`config.mk`:
```
export PLATFORM = sky130hd
export DESIGN_NAME = lc3b_control
export DESIGN_NICKNAME = d
export VERILOG_FILES = /design/src/rtl/lc3b_control.sv
export SDC_FILE = /design/constraint.sdc
export NUM_CORES = 1
export LEC_CHECK = 0
export CORE_AREA = 2 2 64 66
export CTS_CLUSTER_DIAMETER = 40
export DETAILED_ROUTE_END_ITERATION = 7
export DIE_AREA = 0 0 66 68
export PLACE_DENSITY_LB_ADDON = 0.3
export SLEW_MARGIN = 20
export SYNTH_ARGS = -nofsm -noshare
export SYNTH_HDL_FRONTEND = slang
export SYNTH_SLANG_ARGS = --single-unit
```
`constraint.sdc`:
```
create_clock -name clk -period 3.24 [get_ports clk]
set_input_delay 0.972 -clock clk [delete_from_list [all_inputs] [get_ports clk]]
set_output_delay 0.972 -clock clk [all_outputs]
set_load 0.005 [all_outputs]
```
`src/rtl/lc3b_control.sv`:
```
// LC-3b multicycle control FSM: fetch/decode/execute sequencing.
// Outputs are registered from the next state, so they track the state.
module lc3b_control (
  input  logic       clk,
  input  logic       reset,
  input  logic [3:0] opcode,
  input  logic       ir11,
  input  logic       ir5,
  input  logic       ir4,
  input  logic       branch_enable,
  input  logic       mar0,
  input  logic       mem_resp,
  output logic       load_pc,
  output logic       load_ir,
  output logic       load_regfile,
  output logic       load_mar,
  output logic       load_mdr,
  output logic       load_cc,
  output logic [1:0] pcmux_sel,
  output logic       adjmux_sel,
  output logic       storemux_sel,
  output logic       destmux_sel,
  output logic [1:0] alumux_sel,
  output logic [3:0] aluop,
  output logic [1:0] marmux_sel,
  output logic [1:0] mdrmux_sel,
  output logic [2:0] regfilemux_sel,
  output logic       mem_read,
  output logic       mem_write,
  output logic [1:0] mem_byte_enable
);

  localparam logic [3:0] OP_BR   = 4'h0;
  localparam logic [3:0] OP_ADD  = 4'h1;
  localparam logic [3:0] OP_LDB  = 4'h2;
  localparam logic [3:0] OP_STB  = 4'h3;
  localparam logic [3:0] OP_JSR  = 4'h4;
  localparam logic [3:0] OP_AND  = 4'h5;
  localparam logic [3:0] OP_LDR  = 4'h6;
  localparam logic [3:0] OP_STR  = 4'h7;
  localparam logic [3:0] OP_NOT  = 4'h9;
  localparam logic [3:0] OP_LDI  = 4'ha;
  localparam logic [3:0] OP_STI  = 4'hb;
  localparam logic [3:0] OP_JMP  = 4'hc;
  localparam logic [3:0] OP_SHF  = 4'hd;
  localparam logic [3:0] OP_LEA  = 4'he;
  localparam logic [3:0] OP_TRAP = 4'hf;

  localparam logic [3:0] ALU_ADD  = 4'd0;
  localparam logic [3:0] ALU_AND  = 4'd1;
  localparam logic [3:0] ALU_NOT  = 4'd2;
  localparam logic [3:0] ALU_PASS = 4'd3;
  localparam logic [3:0] ALU_SLL  = 4'd4;
  localparam logic [3:0] ALU_SRL  = 4'd5;
  localparam logic [3:0] ALU_SRA  = 4'd6;

  typedef enum logic [4:0] {
    FETCH1, FETCH2, FETCH3, DECODE,
    S_ADD, S_AND, S_NOT, S_SHF,
    BR_TAKEN, S_JMP, S_JSR, S_LEA,
    CALC_ADDR, LD_RD, LD_WB,
    LDI_RD1, LDI_MAR,
    ST_MDR, ST_WR, STI_RD1, STI_MAR,
    TRAP1, TRAP_RD, TRAP3
  } state_t;

  typedef struct packed {
    logic       load_pc;
    logic       load_ir;
    logic       load_regfile;
    logic       load_mar;
    logic       load_mdr;
    logic       load_cc;
    logic [1:0] pcmux_sel;
    logic       adjmux_sel;
    logic       storemux_sel;
    logic       destmux_sel;
    logic [1:0] alumux_sel;
    logic [3:0] aluop;
    logic [1:0] marmux_sel;
    logic [1:0] mdrmux_sel;
    logic [2:0] regfilemux_sel;
    logic       mem_read;
    logic       mem_write;
    logic [1:0] mem_byte_enable;
  } ctl_t;

  state_t state_q, state_d, st;
  ctl_t   ctl_q, ctl_d;
  logic   byte_op;

  assign byte_op = (opcode == OP_LDB) || (opcode == OP_STB);

  always_comb begin
    state_d = state_q;
    unique case (state_q)
      FETCH1:  state_d = FETCH2;
      FETCH2:  if (mem_resp) state_d = FETCH3;
      FETCH3:  state_d = DECODE;
      DECODE: begin
        unique case (opcode)
          OP_ADD:  state_d = S_ADD;
          OP_AND:  state_d = S_AND;
          OP_NOT:  state_d = S_NOT;
          OP_SHF:  state_d = S_SHF;
          OP_BR:   state_d = branch_enable ? BR_TAKEN : FETCH1;
          OP_JMP:  state_d = S_JMP;
          OP_JSR:  state_d = S_JSR;
          OP_LEA:  state_d = S_LEA;
          OP_TRAP: state_d = TRAP1;
          OP_LDR, OP_LDB, OP_LDI,
          OP_STR, OP_STB, OP_STI:
                   state_d = CALC_ADDR;
          default: state_d = FETCH1;
        endcase
      end
      CALC_ADDR: begin
        unique case (opcode)
          OP_LDI:         state_d = LDI_RD1;
          OP_STI:         state_d = STI_RD1;
          OP_STR, OP_STB: state_d = ST_MDR;
          default:        state_d = LD_RD;
        endcase
      end
      LD_RD:   if (mem_resp) state_d = LD_WB;
      LDI_RD1: if (mem_resp) state_d = LDI_MAR;
      LDI_MAR: state_d = LD_RD;
      STI_RD1: if (mem_resp) state_d = STI_MAR;
      STI_MAR: state_d = ST_MDR;
      ST_MDR:  state_d = ST_WR;
      ST_WR:   if (mem_resp) state_d = FETCH1;
      TRAP1:   state_d = TRAP_RD;
      TRAP_RD: if (mem_resp) state_d = TRAP3;
      default: state_d = FETCH1;
    endcase
  end

  // Decode the state being entered so the registered outputs line up with it.
  always_comb begin
    st = reset ? FETCH1 : state_d;
    ctl_d = '0;
    ctl_d.aluop = ALU_ADD;
    ctl_d.mem_byte_enable = 2'b11;
    unique case (st)
      FETCH1: begin
        ctl_d.load_mar = 1'b1;
        ctl_d.marmux_sel = 2'd1;
        ctl_d.load_pc = 1'b1;
      end
      FETCH2, LD_RD, LDI_RD1, STI_RD1, TRAP_RD: begin
        ctl_d.mem_read = 1'b1;
        ctl_d.load_mdr = 1'b1;
        ctl_d.mdrmux_sel = 2'd1;
      end
      FETCH3: ctl_d.load_ir = 1'b1;
      S_ADD, S_AND, S_NOT, S_SHF: begin
        ctl_d.load_regfile = 1'b1;
        ctl_d.load_cc = 1'b1;
        ctl_d.alumux_sel = {1'b0, ir5 & (st != S_NOT) & (st != S_SHF)};
        unique case (st)
          S_AND:   ctl_d.aluop = ALU_AND;
          S_NOT:   ctl_d.aluop = ALU_NOT;
          S_SHF:   ctl_d.aluop = ir4 ? (ir5 ? ALU_SRA : ALU_SRL) : ALU_SLL;
          default: ctl_d.aluop = ALU_ADD;
        endcase
      end
      BR_TAKEN: begin
        ctl_d.load_pc = 1'b1;
        ctl_d.pcmux_sel = 2'd1;
      end
      S_JMP: begin
        ctl_d.aluop = ALU_PASS;
        ctl_d.load_pc = 1'b1;
        ctl_d.pcmux_sel = 2'd2;
      end
      S_JSR: begin
        ctl_d.load_regfile = 1'b1;
        ctl_d.destmux_sel = 1'b1;
        ctl_d.regfilemux_sel = 3'd2;
        ctl_d.load_pc = 1'b1;
        ctl_d.adjmux_sel = ir11;
        ctl_d.pcmux_sel = ir11 ? 2'd1 : 2'd2;
        ctl_d.aluop = ir11 ? ALU_ADD : ALU_PASS;
      end
      S_LEA: begin
        ctl_d.load_regfile = 1'b1;
        ctl_d.regfilemux_sel = 3'd3;
        ctl_d.load_cc = 1'b1;
      end
      CALC_ADDR: begin
        ctl_d.load_mar = 1'b1;
        ctl_d.alumux_sel = byte_op ? 2'd3 : 2'd2;
      end
      LD_WB: begin
        ctl_d.load_regfile = 1'b1;
        ctl_d.load_cc = 1'b1;
        ctl_d.regfilemux_sel = (opcode == OP_LDB) ? 3'd4 : 3'd1;
      end
      LDI_MAR, STI_MAR: begin
        ctl_d.load_mar = 1'b1;
        ctl_d.marmux_sel = 2'd2;
      end
      ST_MDR: begin
        ctl_d.storemux_sel = 1'b1;
        ctl_d.aluop = ALU_PASS;
        ctl_d.load_mdr = 1'b1;
        ctl_d.mdrmux_sel = (opcode == OP_STB) ? 2'd2 : 2'd0;
      end
      ST_WR: begin
        ctl_d.mem_write = 1'b1;
        if (opcode == OP_STB)
          ctl_d.mem_byte_enable = mar0 ? 2'b10 : 2'b01;
      end
      TRAP1: begin
        ctl_d.load_regfile = 1'b1;
        ctl_d.destmux_sel = 1'b1;
        ctl_d.regfilemux_sel = 3'd2;
        ctl_d.load_mar = 1'b1;
        ctl_d.marmux_sel = 2'd3;
      end
      TRAP3: begin
        ctl_d.load_pc = 1'b1;
        ctl_d.pcmux_sel = 2'd3;
      end
      default: ;
    endcase
  end

  always_ff @(posedge clk) begin
    if (reset) state_q <= FETCH1;
    else       state_q <= state_d;
    ctl_q <= ctl_d;
  end

  assign load_pc         = ctl_q.load_pc;
  assign load_ir         = ctl_q.load_ir;
  assign load_regfile    = ctl_q.load_regfile;
  assign load_mar        = ctl_q.load_mar;
  assign load_mdr        = ctl_q.load_mdr;
  assign load_cc         = ctl_q.load_cc;
  assign pcmux_sel       = ctl_q.pcmux_sel;
  assign adjmux_sel      = ctl_q.adjmux_sel;
  assign storemux_sel    = ctl_q.storemux_sel;
  assign destmux_sel     = ctl_q.destmux_sel;
  assign alumux_sel      = ctl_q.alumux_sel;
  assign aluop           = ctl_q.aluop;
  assign marmux_sel      = ctl_q.marmux_sel;
  assign mdrmux_sel      = ctl_q.mdrmux_sel;
  assign regfilemux_sel  = ctl_q.regfilemux_sel;
  assign mem_read        = ctl_q.mem_read;
  assign mem_write       = ctl_q.mem_write;
  assign mem_byte_enable = ctl_q.mem_byte_enable;

endmodule

```
==> results.ini <==
[worst_setup_path]
crit_type=input port to register
critPathMaxStageDelay_ps=760
slowest_stage=or4_1
path_cells=clkdlybuf4s50_1 -> buf_4 -> xnor2_1 -> o32ai_1 -> or4_1 -> nor4_4 -> a31oi_1 -> o31ai_2
cp.required_ps=3440
cp-end-kind=register
crit_path_start_kind=input port
worstPathMaxFanout=8
arrival_ps=3140

[drt]
via_per_inst=5.68
drcViolationCount=0
dr.first_iter.drc_count=98
drt-total-wl_mm=4.22
routed-via-count=1726
postRouteAntennaNets=0
firstDrtPassIters=4
wl_per_cell_um=13.9

[sta]
layout_setup_ws_ps=306
finalSetupTns_ps=0
rsz0062_at_grt=false
hold_violations=0
tightest_slew_ps=600
report.final.slew_viol_count=0
timing.fmax_mhz=341
max_slew_margin_pct=59.7
min_period_ps=2930
clock-skew-final_ps=2.96
setup_viol=0
period_share_pct=90.6

[floorplanning]
die_h_um=68
dieArea_um2=4490
rows=23
core_um2=3860
initial_utilization_pct=46.9
num_io_pins=40
dieWidth_um=66

[pwr]
ir_worst_vdd_mv=0.237
powerDensity_nw_per_um2=383
p_total_uw=905
power.leakage_nw=0.882

[placement]
dp_cells=297
portBuffers=38
place_congestion=0.905
pre_cts_ws_ps=-193
hpwlAfterDp_mm=3.08

[global_routing]
grt_first_pass_wirelength_mm=7.08
track_usage_pct=20.5
antenna_found_initial=0
grt_max_degree=19
globalRouteOverflowTotal=0
first_global_vias=1573

[clock_network]
cts_num_sinks=32
cts_root_buffer=clkbuf_8
clockBufferDepth=2
path_clk_slew_ps=60
cts_tree=done
numCtsBuffers=5
clk_latency_ps=280
htreeDepth=2

[run]
maxCapViolCount=0

[yosys]
synth_warnings=0
ys.flop_type=dfxtp_1
synth_cells=208
ys_ff_latch=32
synth_area_um2=1810
async_flop_share_pct=0
syn_avg_cell_area_um2=8.69
ys_seq_area_share_pct=35.4
yosysUniqueCellTypes=60
synth_edf_count=0
synth_nets=220

[finish]
layout.nets=266
drive_gt1_share_pct=14.6
areaGrowthSynthToFinish_pct=30.7
instances_no_fill=304
antenna_cells=0

[hold_path]
holdCritPathClass=register to register

[run_status]
status=finished, final reports clean

-- metal layers --
layer | vias to the layer above | part of all wire (%) | track usage [%]
met5 | - | 0 | 0
met4 | 0 | 2.2 | 10.7
met3 | 13 | 8.5 | 5.10
met2 | 82 | 45 | 32.4
met1 | 775 | 44 | 25.9
li1 | 856 | - | -
-- registers in the layout, summed over array words and instances (netlist names) --
name / flops
load_mdr: 1
regfilemux_sel: 3
load_pc: 1
storemux_sel: 1
load_ir: 1
mdrmux_sel: 2
load_cc: 1
load_regfile: 1
destmux_sel: 1
alumux_sel: 2
load_mar: 1
mem_read: 1
aluop: 3
marmux_sel: 2
state_q: 5
mem_byte_enable: 2
mem_write: 1
adjmux_sel: 1
pcmux_sel: 2
-- path summary, 6_finish.rpt --
path	endpoint	slack [ps]	depth (start not counted)	from
worst min register to register	state_q[4]	1070	3	state_q[2]
worst max register to register	mem_byte_enable[1]	750	8	state_q[1]
worst min-delay path	state_q[4]	1070	3	state_q[2]
worst max-delay path	aluop[1]	310	8	mem_resp
-- layout make-up --
type	count	area (um2)
multi-input combinational	152	1040
clock buffer	6	72.6
sequential	32	641
fill	351	1490
tap	50	62.6
inverter	6	22.5
clock inverter	1	5.00
timing repair buffer	57	523
-- stage by stage --
stage | hold WS [ps] | utilization, % | instance area, um2
final | 1070 | 61.3 | 2360
after global routing | 1120 | 61.3 | 2360
after CTS | 1060 | 61.1 | 2350
after detailed placement | 1040 | 59.1 | 2280
after global placement | 1050 | 59.1 | 2280
after floorplan | 840 | - | 1810
-- report_power, final --
part           internal, mW  switching, mW
logic                0.0976          0.103
registers             0.410         0.0160
clock network         0.145          0.132
-- cells by family (layout without fill, tap and decap cells) --
group	Yosys count	count (layout)	synth area share (%)
muxes	2	2	1.11
xor gates and xnor gates	4	4	1.94
buffers and inverters	24	70	7.68
and+or+nand+nor	93	93	31.3
DFF	32	32	35.4
other	1	1	0.207
AOI/OAI and AO/OA	52	52	22.4
-- cell usage after synthesis, drive strengths merged, types with 6 or more instances --
cell	instances	share of area, %
a21oi	9	2.5
a31oi	9	3.9
buf	16	6.0
dfxtp	32	35
inv	6	1.2
nand2	14	2.9
nand2b	8	2.8
nand3	9	2.8
nor2	16	3.3
nor2b	8	3.2
nor3	7	2.2
o21ai	7	2.1
-- cells in the final DEF, fill, tap and decap left out, types with 3 or more instances in the layout --
cell | synthesis | routed
and3_1 | 5 | 5
buf_4 | 4 | 19
a21oi_1 | 9 | 9
dfxtp_1 | 32 | 32
nor2_1 | 16 | 16
nor3b_1 | 3 | 3
a31oi_1 | 8 | 8
a2111o_1 | 3 | 3
nand2b_1 | 8 | 8
nor4_1 | 3 | 3
nor3_1 | 6 | 6
o21ai_0 | 4 | 4
a211oi_1 | 3 | 3
nand3_1 | 8 | 8
nand2_1 | 14 | 14
nor2b_1 | 7 | 7
clkdlybuf4s50_1 | 0 | 38
nand3b_1 | 3 | 3
clkbuf_8 | 0 | 5
inv_1 | 6 | 6
xnor2_1 | 4 | 4
-- critical path: cells and delay by family --
kind / cells / cell delay [ps]
xor+xnor: 1 / 120
simple gates: 2 / 1090
buf+inv: 2 / 650
compound gates: 3 / 300
-- what timing repair did --
item,in CTS,in global routing
buffers inserted,0,0
hold buffers,0,0
endpoints found under the setup margin,0,6
resized for setup,0,1
Power figures use the tool's default switching activity.
